==> config.mk <==
export PLATFORM = sky130hd
export DESIGN_NAME = clkdiv_ctrl
export DESIGN_NICKNAME = d
export VERILOG_FILES = /design/src/rtl/clkdiv_ctrl.sv
export SDC_FILE = /design/constraint.sdc
export NUM_CORES = 1
export LEC_CHECK = 0
export CAP_MARGIN = 0
export CORE_UTILIZATION = 25
export CTS_CLUSTER_DIAMETER = 200
export CTS_CLUSTER_SIZE = 16
export DETAILED_ROUTE_END_ITERATION = 12
export PLACE_DENSITY_LB_ADDON = 0.05
export SLEW_MARGIN = 40
export SYNTH_ARGS = -nofsm -noshare
export SYNTH_HDL_FRONTEND = slang
export SYNTH_SLANG_ARGS = --single-unit
==> constraint.sdc <==
create_clock -name clk -period 2.6 [get_ports clk]
set_clock_uncertainty 0.2 [all_clocks]
set_input_delay 0.52 -clock clk [delete_from_list [all_inputs] [get_ports clk]]
set_output_delay 0.52 -clock clk [all_outputs]
set_load 0.005 [all_outputs]
==> src/rtl/clkdiv_ctrl.sv <==
// Programmable clock divider with run/drain control, a per-run period budget and strobes.
// Define CLKDIV_CTRL_SHADOW_EN to accept a reconfiguration while running (applied at a period boundary).
module clkdiv_ctrl #(
   parameter int CNT_WIDTH   = 4,
   parameter int PULSE_WIDTH = 8,
   parameter int DIV_RESET   = 5
) (
   input  logic                   clk,
   input  logic                   rst,
   input  logic                   cfg_valid,
   output logic                   cfg_ready,
   input  logic [CNT_WIDTH-1:0]   cfg_div,
   input  logic [PULSE_WIDTH-1:0] cfg_pulses,
   input  logic                   start,
   input  logic                   stop,
   output logic                   out_clk_div,
   output logic                   tick,
   output logic                   done,
   output logic                   busy
);

   typedef enum logic [1:0] {IDLE, RUN, DRAIN} state_t;

   state_t                 state_q, state_d;
   logic [CNT_WIDTH-1:0]   cnt_q, cnt_d;
   logic [CNT_WIDTH-1:0]   div_q, div_d;
   logic [PULSE_WIDTH-1:0] per_q, per_d;
   logic [PULSE_WIDTH-1:0] pulses_q, pulses_d;
   logic                   out_q, out_d;
   logic                   tick_q, tick_d;
   logic                   done_q, done_d;

   logic hit, rise, fall, last, xfer, sh_pend;

`ifdef CLKDIV_CTRL_SHADOW_EN
   logic                   sh_full_q, sh_full_d;
   logic [CNT_WIDTH-1:0]   sh_div_q, sh_div_d;
   logic [PULSE_WIDTH-1:0] sh_pulses_q, sh_pulses_d;

   assign sh_pend   = sh_full_q;
   assign cfg_ready = (state_q == IDLE) || ((state_q == RUN) && !sh_full_q);
`else
   assign sh_pend   = 1'b0;
   assign cfg_ready = (state_q == IDLE);
`endif

   assign hit  = (cnt_q == div_q);
   assign rise = hit && !out_q;
   assign fall = hit && out_q;
   assign last = (pulses_q != '0) && (per_q == pulses_q);
   assign xfer = cfg_valid && cfg_ready;

   assign out_clk_div = out_q;
   assign tick        = tick_q;
   assign done        = done_q;
   assign busy        = (state_q != IDLE);

   // NOTE: every signal written here gets a default first, so no path can infer a latch.
   always_comb begin
      state_d  = state_q;
      cnt_d    = cnt_q;
      div_d    = div_q;
      per_d    = per_q;
      pulses_d = pulses_q;
      out_d    = out_q;
      tick_d   = 1'b0;
      done_d   = 1'b0;
`ifdef CLKDIV_CTRL_SHADOW_EN
      sh_full_d   = sh_full_q;
      sh_div_d    = sh_div_q;
      sh_pulses_d = sh_pulses_q;
`endif

      // Half-period counter and output toggle, shared by RUN and DRAIN.
      if (state_q != IDLE) begin
         if (hit) begin
            cnt_d = '0;
            out_d = !out_q;
            if (rise) begin
               tick_d = 1'b1;
               if (per_q != '1) per_d = per_q + PULSE_WIDTH'(1);
            end
         end else begin
            cnt_d = cnt_q + CNT_WIDTH'(1);
         end
      end

      case (state_q)
         IDLE: begin
            if (xfer) begin
               div_d    = cfg_div;
               pulses_d = cfg_pulses;
            end
            if (start && !stop) begin
               state_d = RUN;
               cnt_d   = '0;
               per_d   = '0;
               out_d   = 1'b0;
            end
         end
         RUN: begin
`ifdef CLKDIV_CTRL_SHADOW_EN
            if (xfer) begin
               sh_full_d   = 1'b1;
               sh_div_d    = cfg_div;
               sh_pulses_d = cfg_pulses;
            end
`endif
            // A boundary that applies a pending shadow never completes the old budget.
            if (fall && last && !sh_pend) begin
               state_d = IDLE;
               done_d  = 1'b1;
            end else if (stop) begin
               state_d = DRAIN;
`ifdef CLKDIV_CTRL_SHADOW_EN
            end else if (fall && sh_full_q) begin
               div_d     = sh_div_q;
               pulses_d  = sh_pulses_q;
               per_d     = '0;
               sh_full_d = 1'b0;
`endif
            end
         end
         DRAIN: begin
            if (!out_q) begin
               state_d = IDLE;
               cnt_d   = '0;
               out_d   = 1'b0;
               tick_d  = 1'b0;
               per_d   = per_q;
            end else if (fall) begin
               state_d = IDLE;
            end
         end
         default: state_d = IDLE;
      endcase

`ifdef CLKDIV_CTRL_SHADOW_EN
      // Leaving RUN (completion or stop) discards any pending shadow.
      if (state_d != RUN) sh_full_d = 1'b0;
`endif
   end

   // NOTE: state uses non-blocking assignments so all registers update from pre-edge values.
   always_ff @(posedge clk) begin
      if (rst) begin
         state_q  <= IDLE;
         cnt_q    <= '0;
         div_q    <= CNT_WIDTH'(DIV_RESET);
         per_q    <= '0;
         pulses_q <= '0;
         out_q    <= 1'b0;
         tick_q   <= 1'b0;
         done_q   <= 1'b0;
      end else begin
         state_q  <= state_d;
         cnt_q    <= cnt_d;
         div_q    <= div_d;
         per_q    <= per_d;
         pulses_q <= pulses_d;
         out_q    <= out_d;
         tick_q   <= tick_d;
         done_q   <= done_d;
      end
   end

`ifdef CLKDIV_CTRL_SHADOW_EN
   always_ff @(posedge clk) begin
      if (rst) sh_full_q <= 1'b0;
      else     sh_full_q <= sh_full_d;
   end

   // NOTE: the shadow payload carries no reset; it is only read while sh_full_q is set.
   always_ff @(posedge clk) begin
      sh_div_q    <= sh_div_d;
      sh_pulses_q <= sh_pulses_d;
   end
`endif

endmodule
==> flow_metrics.py <==
metrics = {
    "worst_setup_path": {
        "cp.required_ps": 1880,
        "worstSetupPathType": "flip-flop to output port",
        "cp-end-kind": "output port",
        "cp_max_fo": 8,
        "arrival_ps": 1760,
        "critPathLaunchType": "flip-flop",
    },
    "clock_network": {
        "clk_pin_slew_ps": 60,
        "numCtsBuffers": 5,
        "cts_setup_buffers": 0,
        "cts_max_level": 2,
        "cts_resized": 0,
        "clock_sinks": 29,
        "cts-root-buf": "clkbuf_8",
        "clkLatencyLatePin_ps": 280,
        "clk_path_buf_depth": 2,
        "postCtsHoldBufs": 0,
        "cts_tree": "yes",
    },
    "logic_synthesis": {
        "synth_cells": 178,
        "synth_edf_count": 0,
        "synth_cell_types": 46,
        "synth_nets": 200,
        "synth_commonest_cells": "nand2_1, dfxtp_1, a21oi_1, xnor2_1, nor2_1",
        "yosysTopAreaCell": "dfxtp_1",
        "syn_avg_cell_area_um2": 8.449,
        "synthesis.area_um2": 1504,
        "netlist_top_cells_area": "dfxtp_1, nand2_1, xnor2_1",
        "synth_top_area_share": 0.3860,
        "synth_ff_type": "dfxtp_1",
        "yosysSeqAreaShare": 0.3860,
        "synth_seq_cells": 29,
        "async_flop_share": 0,
        "synth_warnings": 0,
        "yosys.cell_count.top_type": "nand2_1",
    },
    "routing": {
        "dr.pass1.iters": 4,
        "drtIter0Drc": 50,
        "drcViolationCount": 0,
        "routedWlPerCell_um": 13.38,
        "drt_wl_total_um": 3652,
        "vias": 1296,
        "vias_per_cell": 4.747,
        "ant_nets": 0,
    },
    "floorplan": {
        "pin_count": 22,
        "start_util": 0.2666,
        "die_h_um": 79.56,
        "die_w_um": 79.56,
        "row_count": 27,
        "core_area_um2": 5642,
        "fp.dieArea_um2": 6330,
    },
    "final_layout": {
        "areaGrowthSynthToFinish_pct": 23.29,
        "n_fill_cell": 597,
        "final_net_count": 222,
        "antenna_cells": 0,
        "drive_above_1_share": 0.08955,
    },
    "global_routing": {
        "grt_pass1_wl_um": 6134,
        "grt_overflow": 0,
        "antenna_found_initial": 0,
        "grt_pass1_vias": 1251,
        "track_usage": 0.1269,
        "grt_max_degree": 18,
    },
    "timing": {
        "setup_violations": 0,
        "tightest_slew_ps": 481.6,
        "slew_headroom": 0.6764,
        "fin_tns_setup_ps": 0,
        "fin_crit_ps": 2481,
        "drv_slew": 0,
        "rsz0062_at_grt": "false",
        "hold_viol_final": 0,
        "max_freq_mhz": 403.1,
        "min_period_over_period": 0.9542,
    },
    "placed_design": {
        "gp_congestion": 0.7514,
        "post-dp-hpwl_um": 2735,
        "io_buffers": 21,
    },
    "power_and_ir_drop": {
        "ir_drop_uv": 271.8,
        "power_uw": 943.0,
        "power.leakage_nw": 0.6290,
        "p_per_area_nw_per_um2": 508.5,
    },
    "flow_run": {
        "maxCapViolations": 0,
    },
    "run_status": {
        "status": "finished clean",
    },
    "worst_hold_path": {
        "min_path_type": "flip-flop to flip-flop",
    },
}
[per-stage QoR]
| stage | setup WS [ps] | utilization | hold WS, ps | cells | cell area, um^2 |
|---|---|---|---|---|---|
| finish | 119.1 | 0.3287 | 270.3 | 273 | 1854 |
| floorplan | 362.1 | - | 248.8 | 178 | 1504 |
| global placement | 351.7 | 0.3145 | 265.1 | 265 | 1774 |
| global route | 24.95 | 0.3287 | 291.8 | 273 | 1854 |
| CTS | 97.80 | 0.3287 | 278.3 | 273 | 1854 |
| detailed placement | 273.2 | 0.3145 | 270.5 | 265 | 1774 |
[kinds of logic after synthesis]
family,synth area share
flops,0.3860
simple gates,0.2654
mux,0.006656
compound gates,0.1622
xor+xnor,0.08153
buf+inv,0.05657
fa+ha+maj,0.04160
[worst max-delay path: stages (launching register included)]
cell and delay, ps:
dfxtp_1 390, or2_2 410, inv_1 170, clkdlybuf4s50_1 520
[flip-flops by register name, indices dropped and copies added (netlist names)]
| signal | count |
|---|---|
| done | 1 |
| tick | 1 |
| state_q | 2 |
| out_clk_div | 1 |
| cnt_q | 4 |
| div_q | 4 |
| pulses_q | 8 |
| per_q | 8 |
[area by class of cell]
| cell class | instances | area, um^2 | area share |
|---|---|---|---|
| repair buffers | 25 | 240.2 | 0.1296 |
| inverters | 6 | 25.02 | 0.01350 |
| flip-flops and latches | 29 | 580.6 | 0.3131 |
| clock buffers | 8 | 80.08 | 0.04318 |
| well taps | 72 | 90.09 | 0.04858 |
| multi-input cells | 133 | 838.3 | 0.4521 |
[layout by cell type, fill, tap and decap left out, types with 3 or more instances in the layout]
master	count
clkdlybuf4s50_1	21
nand2_1	33
clkbuf_8	5
dfxtp_1	29
inv_1	5
xnor2_1	12
clkbuf_1	3
nor2_1	7
ha_1	5
buf_4	4
a21oi_1	17
o21ai_0	3
or4_1	3
a211oi_1	6
o31ai_1	3
nand4_1	5
nand3_1	5
[where the power goes]
| group | internal (mW) | switching, mW | total, mW |
|---|---|---|---|
| sequential | 0.459 | 0.0136 | 0.473 |
| clock | 0.190 | 0.164 | 0.354 |
| combinational | 0.0604 | 0.0560 | 0.116 |
[routing by layer]
| metal | part of all wire | GRT usage | vias up |
|---|---|---|---|
| li1 | - | - | 681 |
| met1 | 0.51 | 0.1700 | 583 |
| met2 | 0.44 | 0.1940 | 27 |
| met3 | 0.039 | 0.03771 | 5 |
| met4 | 0.011 | 0.03818 | 0 |
| met5 | 0 | 0 | - |
[path summary, 6_finish.rpt]
path                     to  cells after the start        from  slack [ps]
setup / recovery  cfg_ready                      3  state_q[1]         120
hold / removal     div_q[3]                      2    div_q[3]         270
setup reg to reg   per_q[3]                      7    cnt_q[0]         280
hold reg to reg    div_q[3]                      2    div_q[3]         270
Power figures use the tool's default switching activity.
